File: src/rtl/fetch_stage_pkg.sv
// Shared pipeline definitions for the LC-3b fetch stage.
// Holds next-PC mux encodings and datapath defaults.
package fetch_stage_pkg;

  localparam int          W_DEF        = 16;
  localparam logic [15:0] RESET_PC_DEF = 16'h0000;
  localparam int          MISS_W       = 8;
  localparam logic [7:0]  MISS_MAX     = 8'hFF;

  typedef enum logic [1:0] {
    PCMUX_NEXT   = 2'd0,
    PCMUX_TARGET = 2'd1,
    PCMUX_TRAP   = 2'd2,
    PCMUX_HOLD   = 2'd3
  } pcmux_e;

  function automatic logic [MISS_W-1:0] sat_inc(
    input logic [MISS_W-1:0] v
  );
    return (v == MISS_MAX) ? v : v + 1'b1;
  endfunction

endpackage

File: src/rtl/fetch_stage_de_latch.sv
// DE pipeline latch: PC+2, instruction word and valid bit.
// Loads on enable, holds otherwise, cleared by async reset.
module de_latch
  import fetch_stage_pkg::*;
#(
  parameter int W = W_DEF
) (
  input  logic         clk,
  input  logic         rst_n,
  input  logic         en_i,
  input  logic [W-1:0] npc_i,
  input  logic [W-1:0] ir_i,
  input  logic         v_i,
  output logic [W-1:0] npc_o,
  output logic [W-1:0] ir_o,
  output logic         v_o
);

  logic [W-1:0] npc_q, npc_d;
  logic [W-1:0] ir_q, ir_d;
  logic         v_q, v_d;

  always_comb begin
    npc_d = npc_q;
    ir_d  = ir_q;
    v_d   = v_q;
    if (en_i) begin
      npc_d = npc_i;
      ir_d  = ir_i;
      v_d   = v_i;
    end
  end

  always_ff @(posedge clk or negedge rst_n) begin
    if (!rst_n) begin
      npc_q <= '0;
      ir_q  <= '0;
      v_q   <= 1'b0;
    end else begin
      npc_q <= npc_d;
      ir_q  <= ir_d;
      v_q   <= v_d;
    end
  end

  assign npc_o = npc_q;
  assign ir_o  = ir_q;
  assign v_o   = v_q;

endmodule

File: src/rtl/fetch_stage.sv
// LC-3b fetch stage: PC register, next-PC mux, icache miss
// counter and the DE latch that feeds decode.
module fetch_stage
  import fetch_stage_pkg::*;
#(
  parameter int           W        = W_DEF,
  parameter logic [W-1:0] RESET_PC = W'(RESET_PC_DEF)
) (
  input  logic         clk,
  input  logic         rst_n,
  output logic [W-1:0] icache_addr,
  output logic         icache_req,
  input  logic         icache_r,
  input  logic [W-1:0] icache_data,
  input  logic         dep_stall,
  input  logic         mem_stall,
  input  logic         v_de_br_stall,
  input  logic         v_agex_br_stall,
  input  logic         v_mem_br_stall,
  input  logic [1:0]   mem_pcmux,
  input  logic [W-1:0] target_pc,
  input  logic [W-1:0] trap_pc,
  output logic [W-1:0] de_npc,
  output logic [W-1:0] de_ir,
  output logic         de_v,
  output logic         fetch_stall
);

  logic [W-1:0]      pc_q, pc_d;
  logic [W-1:0]      pc_plus2;
  logic [W-1:0]      pc_sel;
  logic [MISS_W-1:0] miss_cnt_q, miss_cnt_d;

  logic pipe_stall;
  logic br_any;
  logic ld_de;
  logic ld_pc;
  logic redirect;
  logic de_v_in;

  assign pipe_stall = dep_stall | mem_stall;
  assign br_any     = v_de_br_stall | v_agex_br_stall
                    | v_mem_br_stall;
  assign ld_de      = ~pipe_stall;
  assign ld_pc      = icache_r & ~(pipe_stall | br_any);
  assign redirect   = v_mem_br_stall & ~mem_stall;
  assign pc_plus2   = pc_q + W'(2);
  assign de_v_in    = icache_r & ~br_any;

  // Redirect from MEM wins over sequential fetch and
  // abandons any outstanding miss.
  always_comb begin
    pc_sel = pc_q;
    if (redirect) begin
      unique case (pcmux_e'(mem_pcmux))
        PCMUX_NEXT:   pc_sel = pc_plus2;
        PCMUX_TARGET: pc_sel = target_pc;
        PCMUX_TRAP:   pc_sel = trap_pc;
        PCMUX_HOLD:   pc_sel = pc_q;
      endcase
    end else if (ld_pc) begin
      pc_sel = pc_plus2;
    end
    pc_d = {pc_sel[W-1:1], 1'b0};
  end

  always_comb begin
    miss_cnt_d = miss_cnt_q;
    if (icache_r) begin
      miss_cnt_d = '0;
    end else if (icache_req) begin
      miss_cnt_d = sat_inc(miss_cnt_q);
    end
  end

  always_ff @(posedge clk or negedge rst_n) begin
    if (!rst_n) begin
      pc_q       <= RESET_PC;
      miss_cnt_q <= '0;
    end else begin
      pc_q       <= pc_d;
      miss_cnt_q <= miss_cnt_d;
    end
  end

  de_latch #(
    .W (W)
  ) u_de_latch (
    .clk   (clk),
    .rst_n (rst_n),
    .en_i  (ld_de),
    .npc_i (pc_plus2),
    .ir_i  (icache_data),
    .v_i   (de_v_in),
    .npc_o (de_npc),
    .ir_o  (de_ir),
    .v_o   (de_v)
  );

  assign icache_addr = pc_q;
  assign icache_req  = rst_n;
  assign fetch_stall = ~icache_r;

endmodule

File: config.mk
export PLATFORM = sky130hd
export DESIGN_NAME = fetch_stage
export DESIGN_NICKNAME = d
export VERILOG_FILES = /design/src/rtl/fetch_stage_pkg.sv /design/src/rtl/fetch_stage_de_latch.sv /design/src/rtl/fetch_stage.sv
export SDC_FILE = /design/constraint.sdc
export NUM_CORES = 1
export LEC_CHECK = 0
export ABC_CLOCK_PERIOD_IN_PS = 1800
export BUFFER_PORTS_ARGS = -buffer_cell sky130_fd_sc_hd__buf_4
export CAP_MARGIN = 25
export CORE_ASPECT_RATIO = 0.8
export CORE_MARGIN = 2
export CORE_UTILIZATION = 48
export DETAILED_ROUTE_END_ITERATION = 8
export PLACE_DENSITY = 0.92
export REMOVE_ABC_BUFFERS = 1
export SLEW_MARGIN = 10
export SYNTH_ARGS = -nofsm -noshare
export SYNTH_HDL_FRONTEND = slang
export SYNTH_SLANG_ARGS = --single-unit
File: constraint.sdc
create_clock -name clk -period 1.8 [get_ports clk]
set_input_delay 0.18 -clock clk [delete_from_list [all_inputs] [get_ports clk]]
set_output_delay 0.18 -clock clk [all_outputs]
set_load 0.1 [all_outputs]
* Word-level counts from Yosys, hierarchy flattened
Cells that the tools add are included.
** Storage, ports and cells
- Flip-flop bits (word level) :: 48
- Input bits :: 58
- Word-level logic and storage cells :: 26
** Cells by class
- Add/subtract/negate cells :: 1
- Eq/ne operators :: 4
- Muxes and demuxes :: 3
- Bitwise gates (word level) :: 11
- Reductions and logical operators :: 3
** Operator list (number)
- $pmux 16 s4 :: 1
- $mux 16 :: 2
- $add 16x2->16 const B :: 1
- $eq 2x2->1 const B :: 2
- $not 1->1 :: 4
- $or 1x1->1 :: 4
- $and 1x1->1 :: 3
- $eq 2x1->1 const B :: 1
- $logic_not 2->1 :: 1
- $ne 2x2->1 const B :: 1
- $reduce_and 2->1 :: 1
- $reduce_bool 2->1 :: 1

* Longest topological paths before layout
Gate-level depths: netlist (run 1).
- Depth in word-level cells :: 7
- Depth in mapped cells :: 6

* Hierarchy
A second synthesis (run 1) with hierarchy kept.
** Second synthesis, totals
- Cell total of the unflattened synthesis :: 226
- Area, all modules :: 2701.3 µm²
** Modules (own cells, without submodules)
- de_latch :: times used 1, cells an instance 70, area each 1381.3 µm²
- fetch_stage :: times used 1, cells an instance 156, area each 1320.0 µm²

* Worst setup path before layout (run 1)
No wires, ideal clock.
- Path type :: reg2reg
- Start point :: register pc_q[1] (netlist: icache_addr[1])
- End point :: register pc_q[15] (netlist: icache_addr[15])
- Arrival time :: 2.261 ns
- Slack :: -0.588 ns
- Cell stages (with the launch flop) :: 6
- Period minus slack after synthesis :: 2.388 ns
- Cell sequence :: dfrtp_1 -> ha_1 -> nand3_2 -> nor4_4 -> o21ai_1 -> a221o_1
** On the way
- Cells in the longest elaborated chain, start to end :: 3
** Ends and longest elaborated chain
- start, declared :: line fetch_stage.sv:29 : logic [W-1:0] pc_q, pc_d;
- start signal, assigned :: line fetch_stage.sv:81 : pc_q <= pc_d;
- $add 16x2->16 (*) :: line fetch_stage.sv:47 : assign pc_plus2 = pc_q + W'(2);
- $pmux 16 s4 / $mux 16 (equally long branches) :: line fetch_stage.sv:55, fetch_stage.sv:61
- $mux 16 (*) :: line fetch_stage.sv:54 : if (redirect) begin
Every way passes the cells marked *; elsewhere a longest branch is shown, timed or not. The select of a mux whose other input is x is not followed.
A chain may end at the register's enable or synchronous reset.

* Worst setup path after layout (run 1)
- Start point :: register pc_q[4] (netlist: icache_addr[4])
- End point :: register pc_q[15] (netlist: icache_addr[15])
The elaborated chain is that of the path after synthesis.

==> results of run 1 <==
-- cell usage in the layout, fill, tap and decap left out, drive strengths merged, types with 5 or more instances in the layout --
master and n:
buf 121, dfrtp 47, nor2 34, mux2 17
a21oi 16, o21ai 13, a22oi 11, xnor2 11
nand2 11, a221o 8, nor3 7, inv 6
clkbuf 5, nand3 5
-- flip-flops by register name, summed over array words and instances (netlist names) --
signal	count
u_de_latch.ir_o	16
icache_addr	15
u_de_latch.v_o	1
u_de_latch.npc_o	15
-- worst paths after layout --
check                           slack (ns)  cells past startpoint                from                   to
worst max-delay path                  0.12                      4      icache_addr[4]      icache_addr[15]
worst min-delay path                   0.1                      2      icache_data[2]   u_de_latch.ir_o[2]
worst max register to register        0.12                      4      icache_addr[4]      icache_addr[15]
worst min register to register        0.51                      1  u_de_latch.ir_o[5]   u_de_latch.ir_o[5]
max in group asynchronous             0.87                      3               rst_n       icache_addr[3]
min in group asynchronous             0.50                      3               rst_n  u_de_latch.npc_o[8]
-- synthesized netlist by cell type (2+ instances only) --
cell and count:
nand4_4 2, a21oi_1 16, nand3_1 4, o21ai_0 11, nor3_2 3, nor4_2 2, clkbuf_1 2, xnor2_1 11
buf_1 3, and3_1 2, a211oi_1 2, o21a_1 2, nand2_1 11, nor2b_1 4, a21o_1 3, o21ai_1 2
inv_1 5, o32ai_1 2, a22o_1 3, dfrtp_1 47, xor2_1 2, a221o_1 8, nor3_1 4, nor2_1 33
mux2_2 17, buf_4 3, a22oi_1 11, buf_2 8
-- timing repair --
item                       in CTS  in global routing
hold buffers                    1                  0
hold endpoints to repair       47                  0
gates resized for setup         0                  1
setup buffers                   0                  0
setup endpoints to repair       0                  1
-- through the flow --
stage          hold WS [ns]  power [mW]  cell area, µm²  setup TNS, ns  instances
2_1_floorplan        -0.116        4.26            2450          -8.63        228
3_3_place_gp          0.314        5.12            3440              0        411
3_5_place_dp          0.324        5.18            3440        -0.0907        411
4_1_cts              0.0944        5.84            3540              0        420
5_1_grt              0.0859        6.06            3550              0        420
6_report             0.0997        5.81            3550              0        420
-- power by group --
part           switching, mW  internal [mW]  leakage (nW)
clock                  0.379          0.278        0.0408
sequential             0.259           1.33         0.535
combinational           2.70          0.866          1.00
-- per-layer routing --
metal,vias to the layer above,part of all wire (%)
met5,-,0
met3,14,7.0
met2,88,49
met1,1082,42
met4,0,2.0
li1,1117,-
-- area by class of cell --
| class | count | share of cell area, % |
|---|---|---|
| Inverter | 5 | 0.529 |
| Sequential cell | 47 | 33.2 |
| Clock buffer | 5 | 1.94 |
| Multi-Input combinational cell | 176 | 35.6 |
| Timing Repair Buffer | 122 | 25.9 |
| Clock inverter | 3 | 0.670 |
| Tap cell | 62 | 2.19 |
-- worst max-delay path, stage by stage, from the launching register on --
cell and delay (ns):
dfrtp_1 0.54, nand3_2 0.26, nor4_4 0.35, o21ai_1 0.10, a221o_1 0.32
-- kinds of logic after synthesis --
family | after synthesis
AOI/OAI and AO/OA | 68
xor gates and xnor gates | 13
adders and majority gates | 1
buffers and inverters | 21
DFF | 47
muxes | 17
other | 1
and+or+nand+nor | 75
==> results.toml, run 1 <==
[status]
outcome = "finished, final reports clean"

[setup_path]
crit_fanout = 7
cp_data_arrival_time_ns = 1.88
startpoint_type = "flop"
end_kind = "flop"
crit_type = "reg2reg"
cp.required_ns = 2.00

[place]
dpl.hpwl_um = 5060
place_congestion = 0.867
place_ws_ns = -0.0352
portBuffers = 104

[power_and_ir_drop]
leakagePower_nw = 1.58
ir_drop_v = 0.00109
p_per_area_mw_per_mm2 = 1640

[yosys]
netlist_top_cells_area = "dfrtp_1 46%, mux2_2 7.6%, nor2_1 4.9%"
synthMuxAreaShare_pct = 7.56
synth_seq_cells = 47
seq_area_frac_synth_pct = 46.5
synthXorXnorAreaFrac_pct = 4.50
synthFlopType = "dfrtp_1"
synth.largest_area_cell = "dfrtp_1"
synth_fa_ha_area_share_pct = 0.494
synth-compound-area-share_pct = 19.1
syn_inst = 243
synth_cell_types = 48
synthSimpleGateAreaFrac_pct = 17.7
ys_warn_count = 0
yosysTopAreaCellShare_pct = 46.5
async_flop_share_pct = 100
synth_area_mm2 = 0.00253
postSynthAreaPerCell_um2 = 10.4
synth-edff-count = 0
synth_top_family_by_area = "compound AO/OA/AOI/OAI gates"

[clock_tree]
path_clk_slew_ns = 0.09
clk_latency_ns = 0.31
cts_buffer_depth = 2
cts_buffers = 5
cts_tree = "done"
cts_root_buf = "clkbuf_8"
cts.sinks = 47
htreeDepth = 2

[drt]
dr.pass1.iters = 4
vias_per_cell = 5.48
drt_iter0_drc = 112
wl_per_cell_um = 15.5
drc = 0
vias = 2301
routed_wl_um = 6530
antenna_left = 0

[timing]
finalClockSkew_ns = 0.00428
setup_viol = 0
setup_ws_ns = 0.120
tightest_slew_ns = 0.955
fin_crit_ns = 1.68
slew_headroom_pct = 36.2
max_freq_mhz = 595
rsz0062_at_grt = "no"
hold_viol = 0
slew_viol_final = 0
timing.final.crit_share_pct = 93.4

[floorplanning]
core_area_mm2 = 0.00504
pin_count = 109
die-height_um = 69.0
core.rowCount = 23
die_x_um = 85.2
dieArea_mm2 = 0.00587
start_util_pct = 50.3

[global_route]
grt_max_degree = 48
grt_pass1_wl_um = 10600
top_usage_layer = "met2"
grtUsageMet2_pct = 38.8
met1_usage_pct = 30.4
grt_pass1_vias = 2182
grt_use_total_pct = 23.6
overflow = 0
antenna_found_initial = 0
met3_usage_pct = 5.71

[cells_and_area]
fin_nets = 416
regArea_mm2 = 0.00118
synthToLayoutAreaGrowth_pct = 40.1
n_fill_cell = 394
drive_gt1_share_pct = 45.8
finish.utilization_pct = 70.4
multi_input_area_mm2 = 0.00126
n_antenna_cell = 0

[job]
drv_cap = 0

[hold_path]
min_path_type = "in2reg"
Power figures use the tool's default switching activity.
==> inputs of run 2 (changes only) <==
--- a/config.mk
+++ b/config.mk
@@ -5,7 +5,7 @@
 export SDC_FILE = /design/constraint.sdc
 export NUM_CORES = 1
 export LEC_CHECK = 0
-export ABC_CLOCK_PERIOD_IN_PS = 1800
+export ABC_CLOCK_PERIOD_IN_PS = 1900
 export BUFFER_PORTS_ARGS = -buffer_cell sky130_fd_sc_hd__buf_4
 export CAP_MARGIN = 25
 export CORE_ASPECT_RATIO = 0.8
==> constraint.sdc (replaced) <==
create_clock -name clk -period 1.9 [get_ports clk]
set_input_delay 0.19 -clock clk [delete_from_list [all_inputs] [get_ports clk]]
set_output_delay 0.19 -clock clk [all_outputs]
set_load 0.1 [all_outputs]
==> results.toml, run 2 (synthesis results as in run 1) <==
[global_route]
antenna_found_initial = 0
grt_pass1_wl_um = 10400
grt_use_total_pct = 22.5
grt_pass1_vias = 2184
overflow = 0
grt_max_degree = 48

[timing]
fin_hold_ws_ns = -0.00576
timing.final.crit_share_pct = 92.4
slew_headroom_pct = 39.8
setup_ws_ns = 0.145
max_freq_mhz = 570
fin_crit_ns = 1.76
slew_viol_final = 0
rsz0062_at_grt = "no"
tightest_slew_ns = 0.901
finalClockSkew_ns = 0.00804
setup_viol = 0
hold_viol = 16
tns_ns = 0

[floorplanning]
core.rowCount = 23
core_area_mm2 = 0.00504
dieArea_mm2 = 0.00587
die_x_um = 85.2
start_util_pct = 50.3
die-height_um = 69.0
pin_count = 109

[status]
violations = "hold timing"
outcome = "finished, violations left"

[clock_tree]
path_clk_slew_ns = 0.09
cts_root_buf = "clkbuf_8"
htreeDepth = 2
cts_hold_buf = 0
cts_tree = "done"
cts.sinks = 47
clk_latency_ns = 0.30
cts_buffer_depth = 2
post_cts_buffers = 0
cts_resized = 0
cts_buffers = 5

[cells_and_area]
synthToLayoutAreaGrowth_pct = 36.7
final_common_cell = "buf_4"
n_antenna_cell = 0
final_cell_mix = "112 x buf_4, 47 x dfrtp_1, 32 x nor2_1"
fin_nets = 406
drive_gt1_share_pct = 44.0
largest_reg_flops = 16
finish.utilization_pct = 68.7

[drt]
vias_per_cell = 5.59
drc = 0
routed_wl_um = 6360
vias = 2293
drt_iter0_drc = 212
dr.pass1.iters = 5
wl_per_cell_um = 15.5
antenna_left = 0

[setup_path]
slowest_delay_ns = 0.46
crit_family = "simple AND/OR/NAND/NOR gates"
cp_data_arrival_time_ns = 1.94
startpoint_type = "flop"
crit_fanout = 6
critPathSlowestCell = "dfrtp_1"
crit_type = "reg2reg"
reg2regPathDepth = 5
r2r_slack_ns = 0.14
rr_endpoint = "icache_addr[15]"
critPathBufInv = 0
end_kind = "flop"
r2r_start = "icache_addr[2]"
path_cells = "ha_1, nand3_2, nor4_4, o21ai_1, a221o_1"
cp.required_ns = 2.08

[power_and_ir_drop]
p_per_area_mw_per_mm2 = 1560
p_total_mw = 5.40
ir_drop_v = 0.00137
leakagePower_nw = 1.53

[place]
portBuffers = 104
place_congestion = 0.863
place_ws_ns = 0.0784
dpl.hpwl_um = 4830

[job]
drv_cap = 0

[hold_path]
min_path_type = "in2async"
[run 2: changes by cell type in the layout (fill, tap and decap cells not counted)]
cell	delta
inv_6	-1
clkinvlp_4	-1
dfrtp_1	+1
dlygate4sd3_1	-1
clkbuf_1	+1
clkinv_2	+1
dfrtp_2	-1
buf_4	-9
[run 2: cell type report]
cell class	instances	area, µm²
inverters	5	18.8
multi-input cells	176	1260
clock buffers	6	72.6
fillers	399	1580
flip-flops and latches	47	1180
repair buffers	112	841
clock inverters	2	12.5
well taps	62	77.6
[run 2: power breakdown]
part	switching (mW)	total [mW]	internal [mW]	leakage, nW
Clock	0.343	0.601	0.258	0.0412
Sequential	0.313	1.57	1.26	0.537
Combinational	2.47	3.23	0.754	0.954
[run 2: worst max path at each step]
stage	cells past startpoint	slack (ns)	to	start
global route	4	0.02	icache_addr[14]	icache_addr[6]
global placement	5	0.14	icache_addr[10]	mem_stall
finish	5	0.14	icache_addr[15]	icache_addr[2]
detailed placement	5	0.08	icache_addr[5]	mem_stall
floorplan	5	-0.50	icache_addr[15]	icache_addr[1]
CTS	5	0.14	icache_addr[15]	icache_addr[2]
[run 2: metal layers]
layer	global-route usage [%]	share of wire, %	vias up
met3	5.71	8.2	5
met2	37.2	49	105
li1	-	-	1092
met5	0	0	-
met4	6.75	0.77	0
met1	29.7	42	1091
[run 2: worst register-to-register path, delay by kind of cell (launching register included)]
kind,cells,cell delay (ns)
flops,1,0.46
compound gates,2,0.42
fa+ha+maj,1,0.23
simple gates,2,0.53
[run 2: per-stage QoR]
step                      std cells  area (µm²)
final                           410        3460
after detailed placement        402        3370
after floorplan                 228        2450
after CTS                       410        3460
after global routing            410        3460
after global placement          402        3370
